--- config.mk ---
export PLATFORM = sky130hd
export DESIGN_NAME = up_down_counter_ms
export DESIGN_NICKNAME = d
export VERILOG_FILES = /design/src/rtl/up_down_counter_ms.sv
export SDC_FILE = /design/constraint.sdc
export NUM_CORES = 1
export LEC_CHECK = 0
export ABC_CLOCK_PERIOD_IN_PS = 9400
export BUFFER_PORTS_ARGS = -buffer_cell sky130_fd_sc_hd__buf_2
export CAP_MARGIN = 0
export CORE_MARGIN = 8
export CORE_UTILIZATION = 40
export CTS_CLUSTER_SIZE = 30
export DETAILED_ROUTE_END_ITERATION = 8
export SETUP_SLACK_MARGIN = 0.4
export SLEW_MARGIN = 20
export SYNTH_ARGS = -nofsm -noshare
export SYNTH_HDL_FRONTEND = slang
export SYNTH_SLANG_ARGS = --single-unit
--- constraint.sdc ---
create_clock -name clk -period 9.4 [get_ports clk]
set_input_delay 0.47 -clock clk [delete_from_list [all_inputs] [get_ports clk]]
set_output_delay 0.47 -clock clk [all_outputs]
set_load 0.005 [all_outputs]
--- src/rtl/up_down_counter_ms.sv ---
// Multi-mode up/down counter: wrap, saturate, ping-pong, one-shot.
// Optional: define PINGPONG_MODE_EN for a real ping-pong mode 10.
module up_down_counter_ms #(
   parameter int OUT_WIDTH  = 8,
   parameter int MIN_COUNT  = 0,
   parameter int MAX_COUNT  = 99,
   parameter int STEP_WIDTH = 4
) (
   input  logic                  clk,
   input  logic                  reset,
   input  logic                  tick,
   input  logic                  up_down,
   input  logic [STEP_WIDTH-1:0] step,
   input  logic [1:0]            mode,
   input  logic                  load,
   input  logic [OUT_WIDTH-1:0]  load_value,
   output logic [OUT_WIDTH-1:0]  count,
   output logic                  dir,
   output logic                  tc,
   output logic                  done,
   output logic                  at_max,
   output logic                  at_min
);

   localparam int SW = OUT_WIDTH + STEP_WIDTH + 1;
   localparam logic [SW-1:0] MIN_X = SW'(MIN_COUNT);
   localparam logic [SW-1:0] MAX_X = SW'(MAX_COUNT);
   localparam logic [SW-1:0] RANGE_X = SW'(MAX_COUNT - MIN_COUNT + 1);
   localparam logic [OUT_WIDTH-1:0] MIN_C = OUT_WIDTH'(MIN_COUNT);
   localparam logic [OUT_WIDTH-1:0] MAX_C = OUT_WIDTH'(MAX_COUNT);

   logic [SW-1:0] cnt_x;
   logic [SW-1:0] stp_x;
   logic [SW-1:0] s_x;
   logic [SW-1:0] up_sum;
   logic [SW-1:0] dn_lim;
   logic          s_zero;
   logic          up_over;
   logic          up_hit;
   logic          dn_under;
   logic          dn_hit;
   logic [OUT_WIDTH-1:0] up_step;
   logic [OUT_WIDTH-1:0] dn_step;
   logic [OUT_WIDTH-1:0] up_wrap;
   logic [OUT_WIDTH-1:0] dn_wrap;
   logic [OUT_WIDTH-1:0] ld_clamp;
   logic [OUT_WIDTH-1:0] cnt_nx;
   logic          tc_nx;
   logic          done_nx;
   logic          dir_nx;
   logic          pp_sel;

   assign at_max = (count == MAX_C);
   assign at_min = (count == MIN_C);

   assign cnt_x  = SW'(count);
   assign stp_x  = SW'(step);
   assign s_x    = (stp_x > RANGE_X) ? RANGE_X : stp_x;
   assign s_zero = (s_x == '0);
   assign up_sum = cnt_x + s_x;
   assign dn_lim = MIN_X + s_x;

   assign up_over  = (up_sum > MAX_X);
   assign up_hit   = (up_sum >= MAX_X);
   assign dn_under = (cnt_x < dn_lim);
   assign dn_hit   = (cnt_x <= dn_lim);

   // Wrapped results fold the overshoot back by one full range.
   assign up_step = OUT_WIDTH'(up_sum);
   assign dn_step = OUT_WIDTH'(cnt_x - s_x);
   assign up_wrap = OUT_WIDTH'(up_sum - RANGE_X);
   assign dn_wrap = OUT_WIDTH'(cnt_x + RANGE_X - s_x);

   assign ld_clamp = (load_value > MAX_C)  ? MAX_C :
                     (load_value <= MIN_C) ? MIN_C : load_value;

`ifdef PINGPONG_MODE_EN
   assign pp_sel = (mode == 2'b10);
`else
   assign pp_sel = 1'b0;
`endif

   // Next-state of a tick, by boundary mode.
   always_comb begin
      cnt_nx  = count;
      tc_nx   = 1'b0;
      done_nx = done;
      dir_nx  = up_down;
      case (mode)
         2'b01, 2'b11: begin
            if (!s_zero && !(mode[1] && done)) begin
               if (up_down) begin
                  cnt_nx  = up_hit ? MAX_C : up_step;
                  tc_nx   = up_hit && !at_max;
                  done_nx = done | (mode[1] & up_hit);
               end else begin
                  cnt_nx  = dn_hit ? MIN_C : dn_step;
                  tc_nx   = dn_hit && !at_min;
                  done_nx = done | (mode[1] & dn_hit);
               end
            end
         end
`ifdef PINGPONG_MODE_EN
         2'b10: begin
            dir_nx = dir;
            if (!s_zero) begin
               if (dir) begin
                  if (up_hit) begin
                     cnt_nx = MAX_C;
                     dir_nx = 1'b0;
                     tc_nx  = 1'b1;
                  end else begin
                     cnt_nx = up_step;
                  end
               end else begin
                  if (dn_hit) begin
                     cnt_nx = MIN_C;
                     dir_nx = 1'b1;
                     tc_nx  = 1'b1;
                  end else begin
                     cnt_nx = dn_step;
                  end
               end
            end
         end
`endif
         default: begin
            if (!s_zero) begin
               if (up_down) begin
                  cnt_nx = up_over ? up_wrap : up_step;
                  tc_nx  = up_over;
               end else begin
                  cnt_nx = dn_under ? dn_wrap : dn_step;
                  tc_nx  = dn_under;
               end
            end
         end
      endcase
   end

   // Registered state with reset > load > tick priority.
   always_ff @(posedge clk) begin
      if (reset) begin
         count <= MIN_C;
         dir   <= 1'b1;
         tc    <= 1'b0;
         done  <= 1'b0;
      end else if (load) begin
         count <= ld_clamp;
         dir   <= up_down;
         tc    <= 1'b0;
         done  <= 1'b0;
      end else if (tick) begin
         count <= cnt_nx;
         dir   <= dir_nx;
         tc    <= tc_nx;
         done  <= done_nx;
      end else begin
         tc    <= 1'b0;
         dir   <= pp_sel ? dir : up_down;
      end
   end

endmodule

Word-level counts from Yosys, hierarchy flattened
Cells that the tools add are included.
{"block": "classes", "n_lt_le_gt_ge": 7, "add_sub_neg": 5, "n_eq_ne": 5, "n_mux": 20, "reduce_logical": 16, "bitwise": 5}
{"operator": "$mux W8", "count": 13}
{"operator": "$sub A8 B7 Y8", "count": 2}
{"operator": "$logic_not A13 Y1", "count": 1}
{"operator": "$add A8 B7 Y9", "count": 1}
{"operator": "$ge A9 B7 Y1 const B", "count": 1}
{"operator": "$gt A9 B7 Y1 const B", "count": 1}
{"operator": "$add A8 B7 Y8 const B", "count": 1}
{"operator": "$eq A8 B7 Y1 const B", "count": 1}
{"operator": "$gt A8 B7 Y1 const B", "count": 1}
{"operator": "$le A8 B1 Y1 const B", "count": 1}
{"operator": "$le A8 B7 Y1", "count": 1}
{"operator": "$logic_not A8 Y1", "count": 1}
{"operator": "$lt A8 B7 Y1", "count": 1}
{"operator": "$sub A8 B7 Y8 const B", "count": 1}
{"operator": "$gt A4 B7 Y1 const B", "count": 1}
{"operator": "$mux W7", "count": 1}
{"operator": "$mux W1", "count": 6}
{"operator": "$reduce_and A3 Y1", "count": 2}
{"operator": "$logic_and A1 B1 Y1", "count": 4}
{"operator": "$logic_not A1 Y1", "count": 4}
{"operator": "$reduce_or A2 Y1", "count": 2}
{"operator": "$ne A3 B2 Y1 const B", "count": 1}
{"operator": "$ne A3 B3 Y1 const B", "count": 1}
{"operator": "$reduce_or A3 Y1", "count": 1}
{"operator": "other kinds (6)", "count": 8}
{"block": "totals", "ff_bits": 11}

Longest topological paths before layout
{"block": "depth", "depth_word": 10, "ltp_mapped": 12}

Worst setup path before layout
OpenSTA, ideal clock, no wires.
{"block": "synth_path", "path_type": "input to register", "startpoint": "in step[2]", "endpoint": "reg count[6]", "t_required_ps": 9323, "setup_ps": 77, "arrival_time_ps": 3056, "path_slack_ps": 6267, "cell_stages": 12, "n_path_buf": 1, "path_cell_list": "inv_1 ha_1 buf_6 nor2b_1 a21oi_1 xor2_1 ha_1 nand3_1 a2111o_1 and3_4 or4b_1 a41oi_2"}
{"block": "synth_between", "elab_chain_len": 10}
{"item": "start: declaration", "line_no": "13", "source": "input logic [STEP_WIDTH-1:0] step,"}
{"item": "$gt A4 B7 Y1", "line_no": "58", "source": "assign s_x = (stp_x > RANGE_X) ? RANGE_X : stp_x;"}
{"item": "$mux W7 *", "line_no": "58"}
{"item": "$add A8 B7 Y9", "line_no": "60", "source": "assign up_sum = cnt_x + s_x;"}
{"item": "$sub A8 B7 Y8, or another cell as far along", "line_no": "71", "source": "assign up_wrap = OUT_WIDTH'(up_sum - RANGE_X);"}
{"item": "$mux W8 (on tied branches)", "line_no": "130, 93"}
{"item": "$mux W8 (on tied branches)", "line_no": "129, 92"}
{"item": "$mux W8 (on tied branches)", "line_no": "128, 91"}
{"item": "$mux W8", "line_no": "89", "source": "case (mode)"}
{"item": "$mux W8", "line_no": "153", "source": "end else if (tick) begin"}
{"item": "$mux W8", "line_no": "148", "source": "end else if (load) begin"}
{"item": "end signal: assignment", "line_no": "149", "source": "count <= ld_clamp;"}
{"item": "end signal: assignment", "line_no": "154", "source": "count <= cnt_nx;"}
{"item": "end: declaration", "line_no": "17", "source": "output logic [OUT_WIDTH-1:0] count,"}
Every way passes the cells marked *; elsewhere a longest branch is shown, timed or not. The select of a mux whose other input is x is not followed.
A chain may end at the register's enable or synchronous reset.

Worst setup path after layout
{"block": "layout_path", "startpoint": "reg count[0]", "endpoint": "reg count[6]"}
{"block": "layout_between", "elab_chain_len": 8}
{"item": "$add A8 B7 Y8 / $add A8 B7 Y9 (equally long branches)", "line_no": "72, 60"}
{"item": "$sub A8 B7 Y8, or another cell as far along", "line_no": "72", "source": "assign dn_wrap = OUT_WIDTH'(cnt_x + RANGE_X - s_x);"}
{"item": "$mux W8 (on tied branches)", "line_no": "133, 130, 93"}
{"item": "$mux W8 (on tied branches)", "line_no": "129, 92"}
{"item": "$mux W8 (on tied branches)", "line_no": "128, 91"}
{"item": "$mux W8 *", "line_no": "89"}
{"item": "$mux W8 *", "line_no": "153"}
{"item": "$mux W8 *", "line_no": "148"}
Marked as above.

==> run metrics <==
proportion of power drawn by flip-flops and latches 0.232; grt ovf 0; Critical Path End Type register; first-pass GRT wire length 9.69 mm; Max Slew Vio Count 0; crit path buf inv count 1; ys async rst share 0; Mean Syn Cell Area 7.68 sq um; relative slew slack 0.606; Placed Instances 321; LEAKAGE 0.880 nW; largest net degree at the start of global routing 19; worst min path class in -> reg; DIE AREA 7230 sq um; Req. time, crit path around 9.6 ns; Rows 25; post-synth top area share 0.125; Slew @ Worst Pin a little under 0.6 ns; Switch Pwr ~0.11 mW; net count after synthesis 289; setup bufs post-CTS 0; Final Skew approximately 0.00069 ns; share of the clock period used by the worst path 0.358; io pins 32; Design Area, Final 2110 sq um; DR WL/cell 18.0 um; Final WS setup 6.04 ns; Worst path most repeated cell a21oi_1; Pwr Density 119 nW/um^2; Reg clk slew, reported paths 0.05 ns; core area 4660 sq um; final hold vios 0; Setup Viol. Count Final 0; Post-synth top flop dfxtp_1; Pre-antenna DRT Iters 4; GRT Resource Usage Total 0.163; CTS Hold Bufs 0; worst setup path class reg -> reg; pre-CTS WS about 5.8 ns; CP max-delay cell or4b_1; post-route ant nets 0; fmax 0.297 GHz; Max-Cap Viols 0; sw frac 0.453; CTS sink cnt 11; DR vias 1996; Top delay family on crit path compound AO/OA/AOI/OAI gates; layout cells sized above 1 0.170; die width 85 um; CTS Buf Count 3; Pwr Total 0.251 mW; Non-Filler Instances 325; layout net count 313; antenna cell count 0; Area Overhead vs Synth 10.6%; most common cell after layout, fill and taps aside buf_2; CP Cell Sequence inv_1, ha_1, fa_1, nand2b_1, a21oi_1, a21oi_1, or2_1, o21a_1, a21oi_1, or4b_1, a41oi_2; # resized after CTS 0; status finished clean; chip height 85 um; critical path's largest stage delay 0.48 ns; Post-synth EDFFs 0; Worst-Skew Late Latency 0.24 ns; Routed WL 5.85 mm; VDD IR max 0.0699 mV; Synth cell types 67; placed wire-length estimate 4.67 mm; Syn Inst Count ~250; DR iter-0 viols 181; largest cells by area after synthesis ha_1 (12%), dfxtp_1 (12%), a21oi_1 (5.0%), xnor2_1 (4.1%), inv_1 (3.5%); post-route setup TNS 0 ns; Ys Warns 0; CP startpoint kind register; sequential share of the synthesized area 0.116; WP data arrival 3.53 ns; Combinational Power Share 0.572; initial antenna violation count 0; vias in the first global route 1929; via density per instance 6.14; Internal between 0.1 and 0.15 mW; Placed Instance Area 2060 sq um; Initial Util 0.409; RSZ-0062 raised after global routing no; RePlAce Congestion 0.857; CTS tree yes; H-tree depth 1; Synth area leader ha_1; CP Max Fanout 6; Synth Cell Area 1900 sq um; Final min period between 3 and 4 ns; number of synthesized register bits 11; Root Driver clkbuf_8; most frequent cells in the layout buf_2 (31), a21oi_1 (19), ha_1 (19); DRC Markers 0; Clock Tree Buf Depth 2; Port-buffer cells 31; clock power share 0.195
==> sequential cells by signal, indices dropped and copies added, names as in the netlist <==
signal / flops
tc: 1
dir: 1
count: 8
done: 1
==> Yosys cell counts (3+ instances only) <==
cell type	n
nand3_1	10
a21oi_1	19
nor2_1	13
nand2_1	13
nand4_1	3
fa_1	3
or3_1	3
a211oi_1	4
or4_1	3
xor2_1	4
clkbuf_1	7
and4_1	3
nand4b_1	3
ha_1	19
inv_1	18
dfxtp_1	11
o2111ai_1	5
o21ai_0	11
nand3b_1	3
nor3_1	8
nor2b_1	9
o211ai_1	5
and3_1	4
xnor2_1	9
nand2b_1	4
==> worst register-to-register path: cells and delay by family, from the launching register on <==
kind	cells	cell delay [ns]
simple gates	3	1.00
buf+inv	1	0.09
flops	1	0.38
fa+ha+maj	2	0.64
compound gates	5	1.18
==> final cells by class <==
class | count | area [sq um]
Clock buffer | 4 | 45.0
Timing Repair Buffer | 31 | 155
Inverter | 20 | 77.6
Multi-Input combinational cell | 205 | 1540
Fill cell | 463 | 2550
Tap cell | 54 | 67.6
Sequential cell | 11 | 220
==> kinds of logic (layout without fill, tap and decap cells) <==
kind of cell,count (synthesis),count (layout),share of synthesized area
flops,11,11,0.116
buf+inv,32,55,0.0749
fa+ha+maj,22,22,0.156
simple gates,90,90,0.275
xor+xnor,13,13,0.0598
compound gates,78,78,0.307
mux,2,2,0.0112
==> path summary, 6_finish.rpt <==
check,from,endpoint,slack (ns),depth (start not counted)
setup / recovery,count[0]$_SDFFE_PP0P_,count[6]$_SDFFE_PP0P_,6.04,11
hold / removal,load_value[1],count[1]$_SDFFE_PP0P_,0.49,3
setup reg to reg,count[0]$_SDFFE_PP0P_,count[6]$_SDFFE_PP0P_,6.04,11
hold reg to reg,count[0]$_SDFFE_PP0P_,count[0]$_SDFFE_PP0P_,0.52,2
==> metrics by stage <==
stage	utilization	hold WS, ns
after floorplan	-	0.488
after global placement	0.442	0.520
after detailed placement	0.442	0.514
after CTS	0.452	0.484
after global routing	0.452	0.521
final	0.452	0.487
==> power groups by stage <==
stage               clock (mW)  combinational (mW)  sequential [mW]
floorplan                    0               0.108           0.0559
global placement             0               0.141           0.0596
detailed placement           0               0.141           0.0595
CTS                     0.0503               0.142           0.0584
global route            0.0532               0.159           0.0593
finish                  0.0490               0.144           0.0583
==> routing by layer <==
layer	global-route usage	vias to the layer above	routed length [um]
li1	-	979	-
met2	0.261	92	2700
met1	0.216	917	2660
met5	0	-	0
met4	0.0356	0	80
met3	0.0367	8	404
Power figures use the tool's default switching activity.
